==> src/rtl/mux_scan_if.sv <==
// Signal bundle between the scan sequencer and the shared 4:1 mux and its consumer.
// valid is a one-cycle strobe with no ready: the consumer must take sample on the cycle valid is high.
interface mux_scan_if #(
    parameter int DWELL_W = 4
);
    logic               start;
    logic               continuous;
    logic [DWELL_W-1:0] dwell;
    logic [3:0]         ch_en;
    logic               f;
    logic               sel0;
    logic               sel1;
    logic               busy;
    logic [3:0]         sample;
    logic               valid;
    logic               scan_state;   // debug view of the FSM: 0 = IDLE, 1 = HOLD

    modport master (
        output start, continuous, dwell, ch_en, f,
        input  sel0, sel1, busy, sample, valid, scan_state
    );

    modport slave (
        input  start, continuous, dwell, ch_en, f,
        output sel0, sel1, busy, sample, valid, scan_state
    );
endinterface

==> src/rtl/mux_scan_sequencer.sv <==
// Steps a shared 4:1 mux through the enabled channels and holds each one for dwell+1 cycles.
// It captures f at the end of each hold and publishes a 4-bit snapshot with a one-cycle valid.
module mux_scan_sequencer #(
    parameter int DWELL_W = 4
) (
    input  logic       clk,
    input  logic       rst_n,
    mux_scan_if.slave  bus
);
    typedef enum logic {IDLE = 1'b0, HOLD = 1'b1} state_t;

    state_t             state, state_n;
    logic [DWELL_W-1:0] cnt, cnt_n;
    logic [DWELL_W-1:0] dwell_l, dwell_n;
    logic [3:0]         mask, mask_n;
    logic [3:0]         shadow, shadow_n;
    logic [3:0]         sample_r, sample_n;
    logic [1:0]         sel, sel_n;
    logic               busy_r, busy_n;
    logic               valid_r, valid_n;
    logic [3:0]         captured;
    logic [2:0]         next_ch;

    function automatic logic [1:0] lowest_ch(input logic [3:0] m);
        logic [1:0] idx;
        idx = 2'd0;
        for (int k = 3; k >= 0; k--) begin
            if (m[k]) idx = 2'(k);
        end
        return idx;
    endfunction

    // Returns {found, index} of the lowest enabled channel strictly above cur.
    function automatic logic [2:0] above_ch(input logic [3:0] m, input logic [1:0] cur);
        logic [2:0] res;
        res = 3'b000;
        for (int k = 3; k >= 0; k--) begin
            if (m[k] && (k > int'(cur))) res = {1'b1, 2'(k)};
        end
        return res;
    endfunction

    always_ff @(posedge clk or negedge rst_n) begin
        if (!rst_n) begin
            state    <= IDLE;
            cnt      <= '0;
            dwell_l  <= '0;
            mask     <= 4'b0000;
            shadow   <= 4'b0000;
            sample_r <= 4'b0000;
            sel      <= 2'b00;
            busy_r   <= 1'b0;
            valid_r  <= 1'b0;
        end else begin
            state    <= state_n;
            cnt      <= cnt_n;
            dwell_l  <= dwell_n;
            mask     <= mask_n;
            shadow   <= shadow_n;
            sample_r <= sample_n;
            sel      <= sel_n;
            busy_r   <= busy_n;
            valid_r  <= valid_n;
        end
    end

    always_comb begin
        state_n  = state;
        cnt_n    = cnt;
        dwell_n  = dwell_l;
        mask_n   = mask;
        shadow_n = shadow;
        sample_n = sample_r;
        sel_n    = sel;
        busy_n   = busy_r;
        valid_n  = 1'b0;
        captured = shadow;
        captured[sel] = bus.f;
        next_ch  = above_ch(mask, sel);

        case (state)
            IDLE: begin
                sel_n  = 2'b00;
                busy_n = 1'b0;
                if (bus.start && (bus.ch_en != 4'b0000)) begin
                    mask_n   = bus.ch_en;
                    dwell_n  = bus.dwell;
                    shadow_n = 4'b0000;
                    sel_n    = lowest_ch(bus.ch_en);
                    cnt_n    = bus.dwell;
                    busy_n   = 1'b1;
                    state_n  = HOLD;
                end
            end
            HOLD: begin
                if (cnt != '0) begin
                    cnt_n = cnt - 1'b1;
                end else if (next_ch[2]) begin
                    shadow_n = captured;
                    sel_n    = next_ch[1:0];
                    cnt_n    = dwell_l;
                end else begin
                    // Last capture of the scan: publish, then either chain or stop.
                    sample_n = captured & mask;
                    valid_n  = 1'b1;
                    if (bus.continuous && (bus.ch_en != 4'b0000)) begin
                        mask_n   = bus.ch_en;
                        dwell_n  = bus.dwell;
                        shadow_n = 4'b0000;
                        sel_n    = lowest_ch(bus.ch_en);
                        cnt_n    = bus.dwell;
                    end else begin
                        shadow_n = captured;
                        state_n  = IDLE;
                        busy_n   = 1'b0;
                        sel_n    = 2'b00;
                    end
                end
            end
            default: state_n = IDLE;
        endcase
    end

    assign bus.sel0       = sel[1];
    assign bus.sel1       = sel[0];
    assign bus.busy       = busy_r;
    assign bus.sample     = sample_r;
    assign bus.valid      = valid_r;
    assign bus.scan_state = state;
endmodule

==> src/flat_wrapper.sv <==
// flat-port wrapper written by rule: the top's interface ports become plain ports
module mux_scan_sequencer_flat 
#(
    parameter int DWELL_W = 4
)
  (clk, rst_n, bus_start, bus_continuous, bus_dwell, bus_ch_en, bus_f, bus_sel0, bus_sel1, bus_busy, bus_sample, bus_valid, bus_scan_state);
  mux_scan_if #(.DWELL_W(DWELL_W)) bus_i ();
  input  logic clk;
  input  logic rst_n;
  input wire logic [$bits(bus_i.start)-1:0] bus_start;
  input wire logic [$bits(bus_i.continuous)-1:0] bus_continuous;
  input wire logic [$bits(bus_i.dwell)-1:0] bus_dwell;
  input wire logic [$bits(bus_i.ch_en)-1:0] bus_ch_en;
  input wire logic [$bits(bus_i.f)-1:0] bus_f;
  output wire logic [$bits(bus_i.sel0)-1:0] bus_sel0;
  output wire logic [$bits(bus_i.sel1)-1:0] bus_sel1;
  output wire logic [$bits(bus_i.busy)-1:0] bus_busy;
  output wire logic [$bits(bus_i.sample)-1:0] bus_sample;
  output wire logic [$bits(bus_i.valid)-1:0] bus_valid;
  output wire logic [$bits(bus_i.scan_state)-1:0] bus_scan_state;
  assign bus_i.start = bus_start;
  assign bus_i.continuous = bus_continuous;
  assign bus_i.dwell = bus_dwell;
  assign bus_i.ch_en = bus_ch_en;
  assign bus_i.f = bus_f;
  assign bus_sel0 = bus_i.sel0;
  assign bus_sel1 = bus_i.sel1;
  assign bus_busy = bus_i.busy;
  assign bus_sample = bus_i.sample;
  assign bus_valid = bus_i.valid;
  assign bus_scan_state = bus_i.scan_state;
  mux_scan_sequencer #(.DWELL_W(DWELL_W)) u_core (.clk(clk), .rst_n(rst_n), .bus(bus_i));
endmodule
==> config.mk <==
export PLATFORM = sky130hd
export DESIGN_NAME = mux_scan_sequencer_flat
export DESIGN_NICKNAME = d
export VERILOG_FILES = /design/src/rtl/mux_scan_if.sv /design/src/rtl/mux_scan_sequencer.sv /design/src/flat_wrapper.sv
export SDC_FILE = /design/constraint.sdc
export NUM_CORES = 1
export LEC_CHECK = 0
export BUFFER_PORTS_ARGS = -buffer_cell sky130_fd_sc_hd__buf_4
export CAP_MARGIN = 10
export CORE_MARGIN = 1.5
export CORE_UTILIZATION = 35
export DETAILED_ROUTE_END_ITERATION = 16
export PLACE_DENSITY = 0.59
export SETUP_SLACK_MARGIN = 0.02
export SLEW_MARGIN = 0
export SYNTH_ARGS = -nofsm -noshare
export SYNTH_HDL_FRONTEND = slang
export SYNTH_SLANG_ARGS = --single-unit
==> constraint.sdc <==
create_clock -name clk -period 2.2 [get_ports clk]
set_clock_uncertainty 0.2 [all_clocks]
set_input_delay 0.22 -clock clk [delete_from_list [all_inputs] [get_ports clk]]
set_output_delay 0.22 -clock clk [all_outputs]
set_load 0.01 [all_outputs]
; After elaboration in Yosys (flattened, before gate mapping)
; Cells that the tools add are included.
[classes]
add_sub_neg = 1
multipliers = 0
n_div = 0
n_lt_le_gt_ge = 5
n_eq_ne = 6
shift = 0
n_mux = 45
n_bitwise = 4
n_reduce_logical = 13
[op_table]
columns = operator, n
row1 = $mux W4, 14
row2 = $pmux W4 S2, 4
row3 = $mux W2, 8
row4 = $mux W1, 11
row5 = $mux W3, 3
row6 = $ne A2 B2 Y1 const B, 4
row7 = $reduce_bool A4 Y1, 2
row8 = $logic_and A1 B1 Y1, 6
row9 = $reduce_and A3 Y1, 2
row10 = $and A4 B4 Y4, 1
row11 = $bwmux W4, 1
row12 = $gt A2 B2 Y1 const A, 2
row13 = $ne A4 B4 Y1 const B, 1
row14 = $pmux W1 S2, 2
row15 = $pmux W2 S2, 1
row16 = $reduce_and A2 Y1, 2
row17 = $reduce_and A4 Y1, 1
row18 = $sub A4 B1 Y4 const B, 1
row19 = $lt A2 B3 Y1 const B, 1
row20 = $not A1 Y1, 3
row21 = $demux W1 S2, 1
row22 = $ge A2 B1 Y1 const B, 1
row23 = $gt A1 B2 Y1 const A, 1
row24 = $ne A2 B1 Y1 const B, 1
[totals]
regBits = 25
latch_bits = 0
mem_bits_rw = 0
mem_bits_ro = 0
inputBits = 13
word_cells = 83
memories = 0

; Logic depth before layout (Yosys ltp)
[logic_depth]
word_depth = 9
depth_mapped = 8
ltp_nobuf = 7

; Worst setup path before layout
; OpenSTA, ideal clock, no wires.
[synth_timing]
kind = register to register
start = reg u_core.cnt[0]
end = reg u_core.dwell_l[2]
arrival_ps = 1753
setup_slack_ps = 122
stages_incl_launch_ff = 9
n_path_buf = 1
cell_sequence = dfrtp_1 inv_1 ha_1 nor3b_2 and2_4 a41oi_4 or2_1 buf_6 mux2_4
[synth_between]
elab_chain_len = 3
[synth_rtl]
columns = item, line
row1 = start: declaration, mux_scan_sequencer.sv:13  ; logic [DWELL_W-1:0] cnt, cnt_n;
row2 = start signal: assignment, mux_scan_sequencer.sv:56  ; cnt <= cnt_n;
row3 = $reduce_bool A4 Y1, mux_scan_sequencer.sv:96  ; if (cnt != '0) begin
row4 = $ne A2 B2 Y1 (no line), --
row5 = $reduce_and A4 Y1 (no line), --
row6 = end signal: assignment, mux_scan_sequencer.sv:57  ; dwell_l <= dwell_n;
row7 = end: declaration, mux_scan_sequencer.sv:14  ; logic [DWELL_W-1:0] dwell_l, dwell_n;
; No other way between the ends.
; A chain may end at the register's enable or synchronous reset.

; Worst setup path after layout
[layout_timing]
start = reg u_core.cnt[0]
end = reg u_core.cnt[3]
[layout_between]
elab_chain_len = 3
elab_cells_between_ends = 6
cone_classes = add/sub: 1 / eq/ne: 1 / mux: 2 / reduce/logical: 2
[layout_rtl]
columns = item, line
row1 = $sub A4 B1 Y4 / $reduce_bool A4 Y1 (equally long branches), "mux_scan_sequencer.sv:97, mux_scan_sequencer.sv:96"
row2 = $mux W4 / $ne A4 B4 Y1 (equally long branches), --
row3 = $pmux W4 S2 / $reduce_and A2 Y1 (equally long branches), --
; Several ways; a longest one is shown, not always the timed one.

==> run summary <==
Most frequent cells in the layout = 32 x buf_4, 25 x dfrtp_1, 13 x o21ai_0, 11 x nand2_1
CP bufs+invs = 1
Top cell type's share of synthesized area = 42.52%
First-pass GRT wire length = 5188 um
Number of H-tree levels = 1
PwrDens = 1386 nW/um^2
Wire length per cell = 15.00 um
Clk slew on worst S/H paths = 0.10 ns
Switching power = 0.001001 W
Port Buf Inserts = 21
# IOs = 22
Die ar. = 4602 um^2
Post-DP HPWL = 2468 um
Clock power share = 11.8%
Worst hold-check path type = input pin to flop
Fin util = 45.03%
Clock buffer count from CTS = 3
CP endpoint kind = flop
Layout cell share with drive strength beyond 1 = 31.64%
Initial Util = 36.52%
Crit path max fanout = 4
YS warnings = 0
VDD IR max = 0.0006110 V
Die Ht = 67.84 um
Final Setup Violations = 0
Max Clk Rate = 0.4780 GHz
GP Congestion = 0.8334
Most common cell after layout, fill and taps aside = buf_4
Worst-margin pin slew = 0.5091 ns
Fin. Hold Viols = 0
Cell family with most CP delay = compound AO/OA/AOI/OAI gates
Row Count = 23
Flop pwr share = 34.6%
GRT Total Usage = 15.48%
Crit path time final = 2.092 ns
Setup WS pre-CTS = 0.02967 ns
Asr flop ratio synth = 100.0%
Synth Flop Type = dfrtp_1
Mapped Area = 1471 um^2
Post-route setup slack = 0.1081 ns
Total chip power = 0.002514 W
#FFs+latches synth = 25
CP Launch Type = flop
Synth Instances = 143
Final nets = 192
Vias in the first global route = 1080
Synth area leaders = dfrtp_1 43%, mux2_4 5.1%, o21ai_0 4.4%
CP peak stage delay = 0.38 ns
CTS tree = done
WP data required = 2.17 ns
Post-route cell area = 1814 um^2
Die width = 67.84 um
DRC = 0
Total negative slack = 0 ns
Combinational share of power = 53.6%
Avg Synthesized Cell Area = 10.29 um^2
CP cell instances = inv_1, ha_1, nor3b_2, and2_4, a21bo_2, a221o_1, mux2_2
Switching part of the total power = 39.83%
Max-cap viol count = 0
Drt pass-1 iters = 4
Final Slew Violations = 0
Leakage Power = 0.8357 nW
FILL cells = 396
Max transition margin = 65.83%
Critical path class = flop to flop
Slowest cell on crit path = dfrtp_1
Int Power = 0.001513 W
Post-synthesis sequential area ratio = 42.52%
Synth area leader = dfrtp_1
Number of synthesized flops with an enable pin = 0
Clock latency on the worst-skew pair = 0.28 ns
Unrepaired setup endpoints after global routing = no
Synthesized Nets = 157
Detail Route Antenna Nets = 0
Max Buffers Root-to-Sink = 2
Status = finished, final reports clean
ANT cells = 0
Root Driver = clkbuf_8
Initial antenna violation count = 0
Total grt overflow = 0
Core box area = 4029 um^2
CTS Sinks = 25
Crit path DAT = 2.06 ns
Post-synth cell types = 44
Largest net degree at the start of global routing = 26
Area Growth Syn to Fin = 23.30%
Initial DRC count = 85
Period utilization = 95.08%
Via density = 5.396
Final WL = 3406 um
DP Area = 1710 um^2
Vias = 1225
[cells in the mapped netlist, types with 2 or more instances]
cell	number
dfrtp_1	25
o21ai_0	13
nand2_1	11
inv_1	10
nor2_1	10
a211oi_1	7
nand2b_1	7
mux2_4	5
nand3_1	5
mux2_2	4
mux2i_1	3
nor2b_1	3
a21oi_1	2
a221oi_1	2
a32oi_1	2
and3_1	2
buf_4	2
buf_6	2
mux2_1	2
nor3_1	2
[final cells by class]
| type | instances | area [um^2] | share of cell area, % |
|---|---|---|---|
| tap | 50 | 62.56 | 3.448 |
| sequential | 25 | 625.6 | 34.48 |
| timing repair buffer | 35 | 270.3 | 14.90 |
| multi-input combinational | 103 | 769.5 | 42.41 |
| clock inverter | 1 | 7.507 | 0.4138 |
| clock buffer | 3 | 41.29 | 2.276 |
| inverter | 10 | 37.54 | 2.069 |
[power by group through the flow]
stage | clock network (W) | logic, W | registers, W
finish | 0.000296 | 0.00135 | 0.000870
global route | 0.000320 | 0.00147 | 0.000892
CTS | 0.000305 | 0.00131 | 0.000866
detailed placement | 0 | 0.00130 | 0.000873
global placement | 0 | 0.00127 | 0.000865
floorplan | 0 | 0.000928 | 0.000843
[sequential cells by signal, indices dropped and copies added, names as in the netlist]
register / cells
u_core.cnt: 4
u_core.bus.scan_state: 1
u_core.mask: 4
u_core.bus.sample: 4
u_core.bus.busy: 1
u_core.sel: 2
u_core.dwell_l: 4
u_core.bus.valid: 1
u_core.shadow: 4
[worst register-to-register path: cells and delay by family (launching register included)]
| family | cells | cell delay [ns] |
|---|---|---|
| compound gates | 2 | 0.57 |
| flops | 1 | 0.38 |
| simple gates | 2 | 0.32 |
| mux | 1 | 0.26 |
| fa+ha+maj | 1 | 0.20 |
| buf+inv | 1 | 0.05 |
[cell families (layout without fill, tap and decap cells)]
kind of cell	count (synthesis)	count (layout)	share of synthesized area, %
AND/OR/NAND/NOR	48	48	18.45
AO/OA/AOI/OAI	40	40	21.09
multiplexers	14	14	11.73
buffers and inverters	15	49	5.357
adder cells (fa/ha/maj)	1	1	0.8502
flip-flops	25	25	42.52
[what timing repair did]
item	4_1_cts	5_1_grt
gates resized for setup	1	0
hold buffers	3	0
pin swaps	0	1
buffers inserted	0	3
endpoints found under the hold margin	27	0
endpoints found under the setup margin	2	3
[per-layer routing]
| layer | global-route usage (%) | routed length (um) | vias up |
|---|---|---|---|
| met5 | 0 | 0 | - |
| met4 | 5.250 | 72 | 0 |
| met2 | 26.47 | 1659 | 52 |
| li1 | - | - | 586 |
| met1 | 18.78 | 1467 | 578 |
| met3 | 4.276 | 207 | 9 |
[metrics by stage]
step                      hold slack (ns)  instances
after floorplan                   -0.2756        143
after global placement           -0.05634        217
after detailed placement         -0.05493        217
after CTS                         0.01666        224
after global routing              0.01092        227
final                             0.02076        227
[worst paths after layout]
kind,from,cells after the start,endpoint,slack [ns]
setup reg to reg,u_core.cnt[0]$_DFFE_PN0P_,7,u_core.cnt[3]$_DFFE_PN0P_,0.11
hold reg to reg,u_core.bus.sample[3]$_DFFE_PN0P_,2,u_core.bus.sample[3]$_DFFE_PN0P_,0.30
min in group asynchronous,rst_n,2,u_core.shadow[1]$_DFFE_PN0P_,0.17
max in group asynchronous,rst_n,2,u_core.cnt[3]$_DFFE_PN0P_,1.39
hold / removal,bus_ch_en[3],2,u_core.mask[3]$_DFFE_PN0P_,0.02
setup / recovery,u_core.cnt[0]$_DFFE_PN0P_,7,u_core.cnt[3]$_DFFE_PN0P_,0.11
(Power assumes the default switching activity.)
